## config.mk

```make
export PLATFORM = sky130hd
export DESIGN_NAME = fc_acc_bank
export DESIGN_NICKNAME = d
export VERILOG_FILES = /design/src/rtl/fc_acc_bank.sv
export SDC_FILE = /design/constraint.sdc
export NUM_CORES = 1
export LEC_CHECK = 0
export ABC_AREA = 1
export BUFFER_PORTS_ARGS = -buffer_cell sky130_fd_sc_hd__buf_2
export CORE_ASPECT_RATIO = 1.4
export CORE_MARGIN = 3
export CORE_UTILIZATION = 60
export DETAILED_ROUTE_END_ITERATION = 12
export GPL_TIMING_DRIVEN = 0
export PLACE_DENSITY = 0.8
export RECOVER_POWER = 50
export SLEW_MARGIN = 20
export SYNTH_ARGS = -nofsm -noshare
export SYNTH_HDL_FRONTEND = slang
export SYNTH_SLANG_ARGS = --single-unit
```

## constraint.sdc

```tcl
create_clock -name clk -period 25.2 [get_ports clk]
set_input_delay 0 -clock clk [delete_from_list [all_inputs] [get_ports clk]]
set_output_delay 0 -clock clk [all_outputs]
set_load 0.02 [all_outputs]
```

## src/rtl/fc_acc_bank.sv

```systemverilog
// Bias-preloaded bank of saturating signed accumulators with a serial valid/ready drain and running argmax.
// Define RELU_EN to clamp drained values at zero before output and argmax comparison.
module fc_acc_bank #(
    parameter int DATA_WIDTH = 16,
    parameter int ACC_WIDTH  = 24,
    parameter int NUM_CH     = 10,
    parameter int IDX_WIDTH  = 4
) (
    input  logic                           clk,
    input  logic                           reset,
    input  logic                           bias_sel,
    input  logic                           acc_en,
    input  logic                           done,
    input  logic [NUM_CH*DATA_WIDTH-1:0]   data_in,
    input  logic [NUM_CH*DATA_WIDTH-1:0]   bias_in,
    output logic                           busy,
    output logic                           out_valid,
    input  logic                           out_ready,
    output logic [DATA_WIDTH-1:0]          out_data,
    output logic [IDX_WIDTH-1:0]           out_idx,
    output logic                           class_valid,
    output logic [IDX_WIDTH-1:0]           class_idx
);

    // Stream handshake: a sample transfers on a rising edge where out_valid && out_ready;
    // out_data/out_idx are held while out_valid && !out_ready.

    typedef enum logic [1:0] {
        IDLE  = 2'd0,
        ACC   = 2'd1,
        DRAIN = 2'd2
    } state_t;

    localparam logic signed [ACC_WIDTH-1:0]  ACC_MAX  = {1'b0, {(ACC_WIDTH-1){1'b1}}};
    localparam logic signed [ACC_WIDTH-1:0]  ACC_MIN  = {1'b1, {(ACC_WIDTH-1){1'b0}}};
    localparam logic signed [DATA_WIDTH-1:0] DATA_MAX = {1'b0, {(DATA_WIDTH-1){1'b1}}};
    localparam logic signed [DATA_WIDTH-1:0] DATA_MIN = {1'b1, {(DATA_WIDTH-1){1'b0}}};
    localparam logic [IDX_WIDTH-1:0]         LAST_IDX = IDX_WIDTH'(NUM_CH - 1);

    state_t state_q, state_d;

    logic signed [ACC_WIDTH-1:0]  acc_q [NUM_CH];
    logic signed [ACC_WIDTH-1:0]  acc_d [NUM_CH];
    logic signed [DATA_WIDTH-1:0] max_q;
    logic [IDX_WIDTH-1:0]         best_q;

    logic                         handshake;
    logic                         last_hs;
    logic                         take_max;
    logic                         enter_drain;
    logic [IDX_WIDTH-1:0]         nxt_idx;

    function automatic logic signed [ACC_WIDTH-1:0] sext_in(input logic signed [DATA_WIDTH-1:0] v);
        return ACC_WIDTH'(v);
    endfunction

    // Add one extra bit of headroom; a sign mismatch between the top two bits means overflow.
    function automatic logic signed [ACC_WIDTH-1:0] sat_add(
        input logic signed [ACC_WIDTH-1:0]  a,
        input logic signed [DATA_WIDTH-1:0] b
    );
        logic signed [ACC_WIDTH:0] s;
        s = (ACC_WIDTH+1)'(a) + (ACC_WIDTH+1)'(b);
        if (s[ACC_WIDTH] != s[ACC_WIDTH-1])
            return s[ACC_WIDTH] ? ACC_MIN : ACC_MAX;
        return s[ACC_WIDTH-1:0];
    endfunction

    // The value fits DATA_WIDTH only when all bits above the data sign bit match it.
    function automatic logic signed [DATA_WIDTH-1:0] sat_out(input logic signed [ACC_WIDTH-1:0] a);
        logic signed [DATA_WIDTH-1:0] r;
        if ((&a[ACC_WIDTH-1:DATA_WIDTH-1]) || !(|a[ACC_WIDTH-1:DATA_WIDTH-1]))
            r = a[DATA_WIDTH-1:0];
        else
            r = a[ACC_WIDTH-1] ? DATA_MIN : DATA_MAX;
`ifdef RELU_EN
        if (r[DATA_WIDTH-1])
            r = '0;
`endif
        return r;
    endfunction

    assign handshake   = (state_q == DRAIN) && out_valid && out_ready;
    assign last_hs     = handshake && (out_idx == LAST_IDX);
    assign take_max    = (out_idx == '0) || ($signed(out_data) > max_q);
    assign enter_drain = (state_q == ACC) && (state_d == DRAIN);
    assign nxt_idx     = out_idx + IDX_WIDTH'(1);
    assign busy        = (state_q != IDLE);

    always_comb begin
        state_d = state_q;
        case (state_q)
            IDLE: begin
                if (bias_sel)
                    state_d = ACC;
            end
            ACC: begin
                if (!bias_sel && done)
                    state_d = DRAIN;
            end
            DRAIN: begin
                if (last_hs)
                    state_d = IDLE;
            end
            default: state_d = IDLE;
        endcase
    end

    always_comb begin
        for (int k = 0; k < NUM_CH; k++) begin
            acc_d[k] = acc_q[k];
            if (state_q != DRAIN) begin
                if (bias_sel)
                    acc_d[k] = sext_in(bias_in[k*DATA_WIDTH +: DATA_WIDTH]);
                else if ((state_q == ACC) && acc_en)
                    acc_d[k] = sat_add(acc_q[k], data_in[k*DATA_WIDTH +: DATA_WIDTH]);
            end
        end
    end

    always_ff @(posedge clk or posedge reset) begin
        if (reset) begin
            state_q <= IDLE;
            for (int k = 0; k < NUM_CH; k++)
                acc_q[k] <= '0;
        end else begin
            state_q <= state_d;
            for (int k = 0; k < NUM_CH; k++)
                acc_q[k] <= acc_d[k];
        end
    end

    // Channel 0 is loaded from acc_d so a final addition sampled with done is included.
    always_ff @(posedge clk or posedge reset) begin
        if (reset) begin
            out_valid   <= 1'b0;
            out_data    <= '0;
            out_idx     <= '0;
            class_valid <= 1'b0;
            class_idx   <= '0;
            max_q       <= '0;
            best_q      <= '0;
        end else begin
            class_valid <= 1'b0;
            if (enter_drain) begin
                out_valid <= 1'b1;
                out_idx   <= '0;
                out_data  <= sat_out(acc_d[0]);
            end else if (handshake) begin
                if (take_max) begin
                    max_q  <= $signed(out_data);
                    best_q <= out_idx;
                end
                if (last_hs) begin
                    out_valid   <= 1'b0;
                    class_valid <= 1'b1;
                    class_idx   <= take_max ? out_idx : best_q;
                end else begin
                    out_idx  <= nxt_idx;
                    out_data <= sat_out(acc_q[nxt_idx]);
                end
            end
        end
    end

endmodule

```

Word level (Yosys, flattened, before mapping). Index checks and enable logic that the tools add are counted.

Bits in registers: 288. Latch bits: 0. Bits in writable memories: 0. ROM bits: 0. Input bits: 326. Output and inout bits: 27. Logic and storage cells: 192. Memories kept: 0.

Add/subtract/negate cells: 11. Multipliers: 0. Div/mod/pow operators: 0. Magnitude comparators: 2. Equal/unequal tests: 16. Shift operators: 0. Mux-type cells: 115. Bitwise logic cells: 2. Reduce and logical (&&, ||, !) cells: 28.

Operators by type and width (number): $mux W24 (53); $add A24 B16 Y25 (10); $mux W16 (7); $bmux W24 S4 (1); $mux W1 (46); $reduce_and A9 Y1 (2); $reduce_or A9 Y1 (2); $gt A16 B16 Y1 (1); $mux W4 (4); $ne A1 B1 Y1 (10); $reduce_and A2 Y1 (4); $reduce_bool A2 Y1 (4); $logic_and A1 B1 Y1 (6); $mux W2 (3); $pmux W2 S3 (1); $reduce_and A3 Y1 (2); $ge A5 B5 Y1 const B (1); $not A4 Y5 (1); $add A4 B1 Y4 const B (1); $eq A2 B2 Y1 const B (2); $eq A4 B4 Y1 const B (1); $logic_not A4 Y1 (1); $logic_not A1 Y1 (3); $logic_or A1 B1 Y1 (3); other kinds (5) (5).

Depth between registers and ports, before layout. Gate-level depths: netlist (run 1).

Depth after elaboration: 15. Mapped depth: 29. Mapped depth without buffers: 27.

Least setup slack after synthesis (run 1). OpenSTA, ideal clock, no wires.

Path type: register -> register. Start: register out_idx[0]. End: register out_data[4]. Setup time: 0.066 ns. Data arrival time: 3.393 ns. Data required time: 25.134 ns. Setup slack: 21.742 ns. Stages on the path, launching flop included: 22. Buffers on the path: 6. Clock period less this slack: 3.458 ns. Cell sequence: dfrtp_1 buf_2 inv_1 clkbuf_1 clkbuf_1 ha_1 clkbuf_1 inv_1 clkbuf_1 o21ai_0 o221ai_1 o311ai_0 o21ai_0 nand4_1 nor2_1 nor2_1 buf_2 a21oi_1 nor2_1 nor2_1 nand2_1 nand2_1.

Word-level cells in the longest chain between the ends: 12. Elaborated cells between the ends (all ways): 23. Those cells by class: add/sub: 1; eq/ne: 3; mux: 10; bitwise: 1; reduce/logical: 8.

Ends and longest elaborated chain: start: declaration (RTL line 20) `output logic [IDX_WIDTH-1:0] out_idx,`; start signal: assignment (RTL line 159) `out_idx <= nxt_idx;`; $add A4 B1 Y4 (RTL line 87) `assign nxt_idx = out_idx + IDX_WIDTH'(1);`; $not A4 Y5 (not written as such) (RTL line 160) `out_data <= sat_out(acc_q[nxt_idx]);`; $bmux W24 S4 (RTL line 160); $mux W24 (not written as such) (2 in series) (RTL line 160); $reduce_or A9 Y1 (RTL line 72) `if ((&a[ACC_WIDTH-1:DATA_WIDTH-1]) || !(|a[ACC_WIDTH-1:DATA_WIDTH-1]))`; $logic_not A1 Y1 (RTL line 72); $logic_or A1 B1 Y1 (RTL line 72); $mux W16 (RTL line 72); $mux W16 (RTL line 154) `if (last_hs) begin`; $mux W16 (RTL line 149) `end else if (handshake) begin`; $mux W16 (RTL line 145) `if (enter_drain) begin`; end signal: assignment (RTL line 148) `out_data <= sat_out(acc_d[0]);`; end signal: assignment (RTL line 160); end: declaration (RTL line 19) `output logic [DATA_WIDTH-1:0] out_data,`.

Parallel ways exist; a longest one is shown, timed or not. The select of a mux whose other input is x is not followed. A chain may end at the register's enable or synchronous reset.

==> results of run 1 <==
## metal layers
metal	track usage (%)	wire length, um	part of all wire, %	vias up
li1	-	-	-	14700
met1	50.7	39000	34	14600
met2	74.1	51700	46	1893
met3	11.1	10800	9.5	656
met4	38.1	11700	10	6
met5	0	46	0.041	-
## flip-flops by register name (all words and copies together) (netlist names)
signal,count
class_valid,1
out_valid,1
max_q,16
best_q,4
out_data,16
out_idx,4
class_idx,4
acc_q,240
state_q,2
## power by group
part | total (mW) | leakage [nW] | switching (mW) | internal, mW
combinational | 3.30 | 11.8 | 2.14 | 1.16
clock | 0.554 | 0.589 | 0.221 | 0.333
sequential | 0.988 | 3.27 | 0.287 | 0.701
total | 4.84 | 15.6 | 2.65 | 2.20
## worst reg2reg max path, delay by kind of cell (launching register included)
kind | cells | cell delay [ns]
adders and majority gates | 1 | 0.41
and+or+nand+nor | 4 | 0.33
DFF | 1 | 0.42
buffers and inverters | 8 | 3.26
AOI/OAI and AO/OA | 4 | 1.42
## kinds of logic after synthesis
kind of cell               count (synthesis)  synth area share, %
and+or+nand+nor                         1543                 23.2
xor gates and xnor gates                 209                 6.77
DFF                                      288                 26.6
buffers and inverters                    475                 6.78
muxes                                      8                0.295
AOI/OAI and AO/OA                       1139                 23.7
adders and majority gates                269                 12.7
## repair_timing
item                      CTS  global route
gates resized for setup     0             0
hold buffers              186             0
hold endpoints to repair  265             0
buffers inserted            0             0
## worst max path at each step
| stage | from | endpoint | slack (ns) | cells after the start |
|---|---|---|---|---|
| 3_3_place_gp | reset | acc_q[14] | 13.71 | 2 |
| 6_report | reset | acc_q[18] | 13.40 | 5 |
| 5_1_grt | reset | acc_q[19] | 11.51 | 5 |
| 4_1_cts | out_idx[0] | out_data[7] | 19.65 | 17 |
| 3_5_place_dp | out_idx[0] | out_data[7] | 19.72 | 17 |
| 2_1_floorplan | reset | acc_q[0] | 17.25 | 1 |
## per-stage QoR
stage	instances	util (%)	area (um^2)
after floorplan	3931	-	27100
after global placement	4840	66.6	29600
after detailed placement	4842	66.8	29600
after CTS	5088	73.7	32700
after global routing	5094	73.5	32700
final	5096	73.5	32700
## cell type report
class / instances / area (um^2)
tap: 558 / 698
sequential: 288 / 7210
antenna: 8 / 20.0
clock buffer: 47 / 1010
multi-input combinational: 3168 / 18100
inverter: 317 / 1190
timing repair buffer: 539 / 3590
buffer: 158 / 649
clock inverter: 13 / 201
fill: 3704 / 11700
## cell usage in the layout, fill, tap and decap left out, types with 9 or more instances in the layout
cell type / instances
sky130_fd_sc_hd__nor3_1: 24
sky130_fd_sc_hd__o221ai_1: 30
sky130_fd_sc_hd__o22ai_1: 19
sky130_fd_sc_hd__fa_1: 10
sky130_fd_sc_hd__a21oi_1: 563
sky130_fd_sc_hd__o21bai_1: 10
sky130_fd_sc_hd__nand4_1: 28
sky130_fd_sc_hd__o31ai_1: 11
sky130_fd_sc_hd__a21o_1: 29
sky130_fd_sc_hd__o21a_1: 9
sky130_fd_sc_hd__xor2_1: 129
sky130_fd_sc_hd__a31oi_1: 88
sky130_fd_sc_hd__o21ai_0: 277
sky130_fd_sc_hd__a22oi_1: 15
sky130_fd_sc_hd__clkbuf_16: 37
sky130_fd_sc_hd__ha_1: 259
sky130_fd_sc_hd__inv_1: 314
sky130_fd_sc_hd__or2_2: 15
sky130_fd_sc_hd__buf_2: 342
sky130_fd_sc_hd__dfrtp_1: 288
sky130_fd_sc_hd__nor2_1: 454
sky130_fd_sc_hd__o211ai_1: 10
sky130_fd_sc_hd__xnor2_1: 79
sky130_fd_sc_hd__nand2_2: 15
sky130_fd_sc_hd__nor4_1: 17
sky130_fd_sc_hd__dlygate4sd3_1: 186
sky130_fd_sc_hd__nand2_1: 800
sky130_fd_sc_hd__a21boi_0: 12
sky130_fd_sc_hd__buf_1: 10
sky130_fd_sc_hd__clkbuf_1: 158
sky130_fd_sc_hd__a32oi_1: 22
sky130_fd_sc_hd__nand3_1: 166
==> metrics, run 1 <==
run status complete, but fails checks; violated checks capacitance limit, slew limit; Crit path buffers/inverters 5; pwr dens 148 nW/um^2; number of placement rows 91; top cell type by total area after synthesis sky130_fd_sc_hd__dfrtp_1; number of distinct library cell variants in the gate-level netlist after synthesis 57; Critical R2R Capture out_data[4]; Total Nets Final 5101; post-DR wirelength/cell 22.2 um; Routed Antenna Nets 0; leakage power 15.6 nW; antenna violations before repair 13; final RePlAce weighted congestion 1.05; clock tree from TritonCTS built; unrepaired setup endpoints after global routing false; slowest CP cell sky130_fd_sc_hd__clkbuf_1; layout-stage area growth over the synthesis result 20.4%; buffer levels on the longest clock path 3; launching element type of the critical path primary input; largest net degree at the start of global routing 100; synthesis-stage register bit count 288; netlist area before placement 27100 um^2; flop2flop setup slack 19.30 ns; PnR Total Power 4.84 mW; final worst clock skew 0.0105 ns; yosys synthesis warning count 0; root buf cell sky130_fd_sc_hd__clkbuf_16; placed wire-length estimate after detailed placement 86.2 mm; vias per cell 6.25; Worst slew margin -259%; cell repeated most along the worst path sky130_fd_sc_hd__clkbuf_1; clock latency on the worst-skew pair 0.54 ns; post-detailed-route DRC marker count 0; clock period minus worst slack 11.80 ns; async set or reset register ratio after synthesis 100%; Hold Slack 0.0144 ns; TritonCTS sink count 288; count of flip-flops with a built-in enable after synthesis 0; boundary pin count 353; Clock transition at path regs 0.06 ns; share of the synthesized area in the top cell type 26.6%; top cells by area, synth sky130_fd_sc_hd__dfrtp_1 27%, sky130_fd_sc_hd__ha_1 12%, sky130_fd_sc_hd__nand2_1 11%, sky130_fd_sc_hd__a21oi_1 10%, sky130_fd_sc_hd__nor2_1 6.3%; hold depth 5; number of H-tree levels 2; Cell Chain, Critical Path dlygate4sd3_1, buf_2, clkinvlp_2, clkbuf_1, clkbuf_1; fraction of final layout cells sized beyond drive strength 1 9.98%; arrival time of the worst setup path 11.15 ns; total of buffers placed on input and output ports 351; Reg2Reg Depth 17; type of the most critical hold path in -> reg; Post-Syn Instances 3931; Routed WL 113 mm; average cell area after synthesis 6.90 um^2; GRT overflow 0; worst hold endpoint acc_q[74]; number of vias in the routed layout 31.9k; Synthesized Nets 4526; Slew Viols, Final 293; die height 258 um; most used standard cell by instance count after synthesis sky130_fd_sc_hd__nand2_1; most frequent cells after synthesis 800 x sky130_fd_sc_hd__nand2_1, 563 x sky130_fd_sc_hd__a21oi_1, 454 x sky130_fd_sc_hd__nor2_1; number of global-route vias before repair 31.3k; startpoint of the lowest-slack hold path data_in[98]; Worst setup EP type async pin; crit path kind in -> async; Worst Setup Slack post-DPL 19.72 ns; Finish-stage setup viols 0; total CTS buffers 34; most common flop cell mapped by yosys sky130_fd_sc_hd__dfrtp_1; worst endpoint required time 24.54 ns; Starting Density 61.1%; reg-to-reg critical path startpoint out_idx[0]; critical path fanouts, max 99; sequential area share after synthesis 26.6%; violation count after the first detailed-routing iteration 3041; final worst-path cycle share 46.8%; global-route wire length before repair 171 mm; placeable core area 44400 um^2; CP peak stage delay 3.99 ns; area of the die 47800 um^2; Final Hold Fails 0; 1st-pass router iterations 6; max capacitance violation total 3; peak clock frequency supported by timing 84.7 MHz; critical path's top delay family buffers and inverters; worst IR drop on VDD 0.0965 mV; worst-margin pin slew 5.38 ns; combined global-route utilization of all metal layers 46.0%; setup total negative slack 0 ns; width of the die 186 um; final setup margin 13.40 ns
No activity file was read; power rests on OpenSTA's default activity.
==> run 2, diff against run 1 <==
- CORE_UTILIZATION: 60 -> 54
- PLACE_DENSITY: 0.8 -> 0.76
- clock period: 25.2 -> 9.95 ns (I/O delays scaled with it)
==> run 2 against run 1 <==
Net effect:
- the flow still finishes with violations (capacitance limit, slew limit)
- combinational power rose to 2.6 times the previous value
- die area rose by 11%
- sequential share of layout area fell by 0.34 points
- first-iteration DRC count fell by 16%
- critical endpoint is now out_data[6]
- largest cell class unchanged
==> metrics, run 2 (synthesis gave the netlist of run 1 again) <==
reg-to-reg critical path startpoint out_idx[0]; Routed WL 113 mm; flop2flop setup slack 3.76 ns; launching element type of the critical path flop; combined global-route utilization of all metal layers 41.3%; startpoint of the lowest-slack hold path data_in[77]; unrepaired setup endpoints after global routing false; violation count after the first detailed-routing iteration 2556; buffer levels on the longest clock path 3; share of power burned in combinational logic 69.2%; Critical R2R Capture out_data[6]; area of the die 53000 um^2; Clock Power Share 10.9%; Net Switching 6.66 mW; pwr dens 372 nW/um^2; Total Nets Final 5147; type of the most critical hold path in -> reg; Finished Layout Cells 5213; number of global-route vias before repair 30.7k; post-DR wirelength/cell 21.7 um; layout-stage area growth over the synthesis result 22.3%; proportion of total power due to net switching 54.0%; clock latency on the worst-skew pair 0.57 ns; most common library cell in the layout ignoring fill and taps sky130_fd_sc_hd__nand2_1; placed wire-length estimate after detailed placement 88.3 mm; slowest CP cell sky130_fd_sc_hd__clkbuf_1; sequential group share of total power 19.9%; hold depth 5; boundary pin count 353; total CTS buffers 35; final setup margin 3.76 ns; worst hold endpoint acc_q[133]; total of buffers placed on input and output ports 351; cell repeated most along the worst path sky130_fd_sc_hd__clkbuf_1; clock period minus worst slack 6.19 ns; Final Hold Fails 0; final worst-path cycle share 62.2%; width of the die 195 um; Worst setup EP type flop; number of placement rows 96; Routed Antenna Nets 0; Starting Density 55.0%; Worst slew margin -263%; number of flip-flops in the largest register 240; number of vias in the routed layout 31.3k; worst endpoint required time 10.44 ns; setup total negative slack 0 ns; crit path kind reg -> reg; number of cells in the design after placement 4923; arrival time of the worst setup path 6.68 ns; Reg2Reg Depth 17; Clock transition at path regs 0.06 ns; GRT overflow 0; registers with the most flip-flops acc_q (240), max_q (16), out_data (16); 1st-pass router iterations 6; Cell Chain, Critical Path buf_2, inv_1, clkbuf_1, clkbuf_1, ha_1, clkbuf_1, clkbuf_1, clkbuf_1, clkbuf_1, o21ai_0, o22ai_1, o221ai_1, a21oi_1, nor2_1, nor2_1, nand2_1, nand2_1; leakage power 15.8 nW; antenna violations before repair 5; internal power 5.67 mW; fraction of final layout cells sized beyond drive strength 1 9.93%; Slew Viols, Final 95; commonest cells after routing, fill and taps aside 800 x sky130_fd_sc_hd__nand2_1, 563 x sky130_fd_sc_hd__a21oi_1, 454 x sky130_fd_sc_hd__nor2_1; global-route wire length before repair 171 mm; Worst Setup Slack post-DPL 4.22 ns; number of H-tree levels 2; Finish-stage setup viols 0; root buf cell sky130_fd_sc_hd__clkbuf_16; run status complete, but fails checks; final RePlAce weighted congestion 1.09; final worst clock skew 0.0296 ns; vias per cell 6.00; register bank with the most flops acc_q; die height 271 um; clock tree from TritonCTS built; peak clock frequency supported by timing 162 MHz; CP peak stage delay 0.72 ns; Hold Slack 0.0163 ns; critical path fanouts, max 10; max capacitance violation total 1; violated checks capacitance limit, slew limit; largest net degree at the start of global routing 100; post-detailed-route DRC marker count 0; first element of the critical path out_idx[0]; worst IR drop on VDD 0.205 mV; Setup Fix Bufs, Post-CTS 0; placeable core area 49400 um^2; worst-margin pin slew 5.45 ns; TritonCTS sink count 288
run 2: layout make-up:
cell class	count	area (um^2)
plain buffers	158	651
inverters	317	1190
multi-input cells	3168	18100
flip-flops and latches	288	7210
well taps	637	797
clock buffers	49	1040
clock inverters	9	108
fillers	4531	16200
diodes	3	7.51
repair buffers	584	4090
run 2: power groups by stage:
stage	combinational, mW	clock (mW)	sequential [mW]
3_3_place_gp	7.83	0	2.43
6_report	8.54	1.34	2.45
2_1_floorplan	5.74	0	2.19
3_5_place_dp	7.90	0	2.45
5_1_grt	9.36	1.39	2.50
4_1_cts	8.29	1.35	2.43
run 2: how the worst max path moves through the flow:
stage | cells past startpoint | slack [ns] | to
5_1_grt | 5 | 2.80 | acc_q[56]
3_3_place_gp | 2 | -1.80 | acc_q[14]
2_1_floorplan | 1 | 2.00 | acc_q[0]
4_1_cts | 17 | 4.21 | out_data[8]
6_report | 17 | 3.76 | out_data[6]
3_5_place_dp | 17 | 4.22 | out_data[8]
run 2: what timing repair did:
action | CTS | global route
hold endpoints to repair | 290 | 0
hold buffers | 229 | 0
gates resized for setup | 0 | 0
run 2: per-stage QoR:
stage	utilization [%]	power (mW)	area (um^2)
after floorplan	-	7.93	27100
after global placement	60.1	10.3	29700
after detailed placement	60.3	10.3	29800
after CTS	67.3	12.1	33200
after global routing	67.2	13.3	33200
final	67.2	12.3	33200
run 2: worst max-delay path, delay by kind of cell, from the launching register on:
| family | cells | cell delay, ns |
|---|---|---|
| buffers and inverters | 8 | 3.62 |
| and+or+nand+nor | 4 | 0.38 |
| AOI/OAI and AO/OA | 4 | 1.30 |
| DFF | 1 | 0.43 |
| adders and majority gates | 1 | 0.37 |
run 2: layer usage:
metal  share of wire [%]  GRT usage [%]  vias to the layer above
met5               0.011              0                        -
li1                    -              -                    14800
met3                 7.9           7.46                      487
met2                  47           69.7                     1641
met1                  36           46.4                    14400
met4                 9.3           30.7                        2
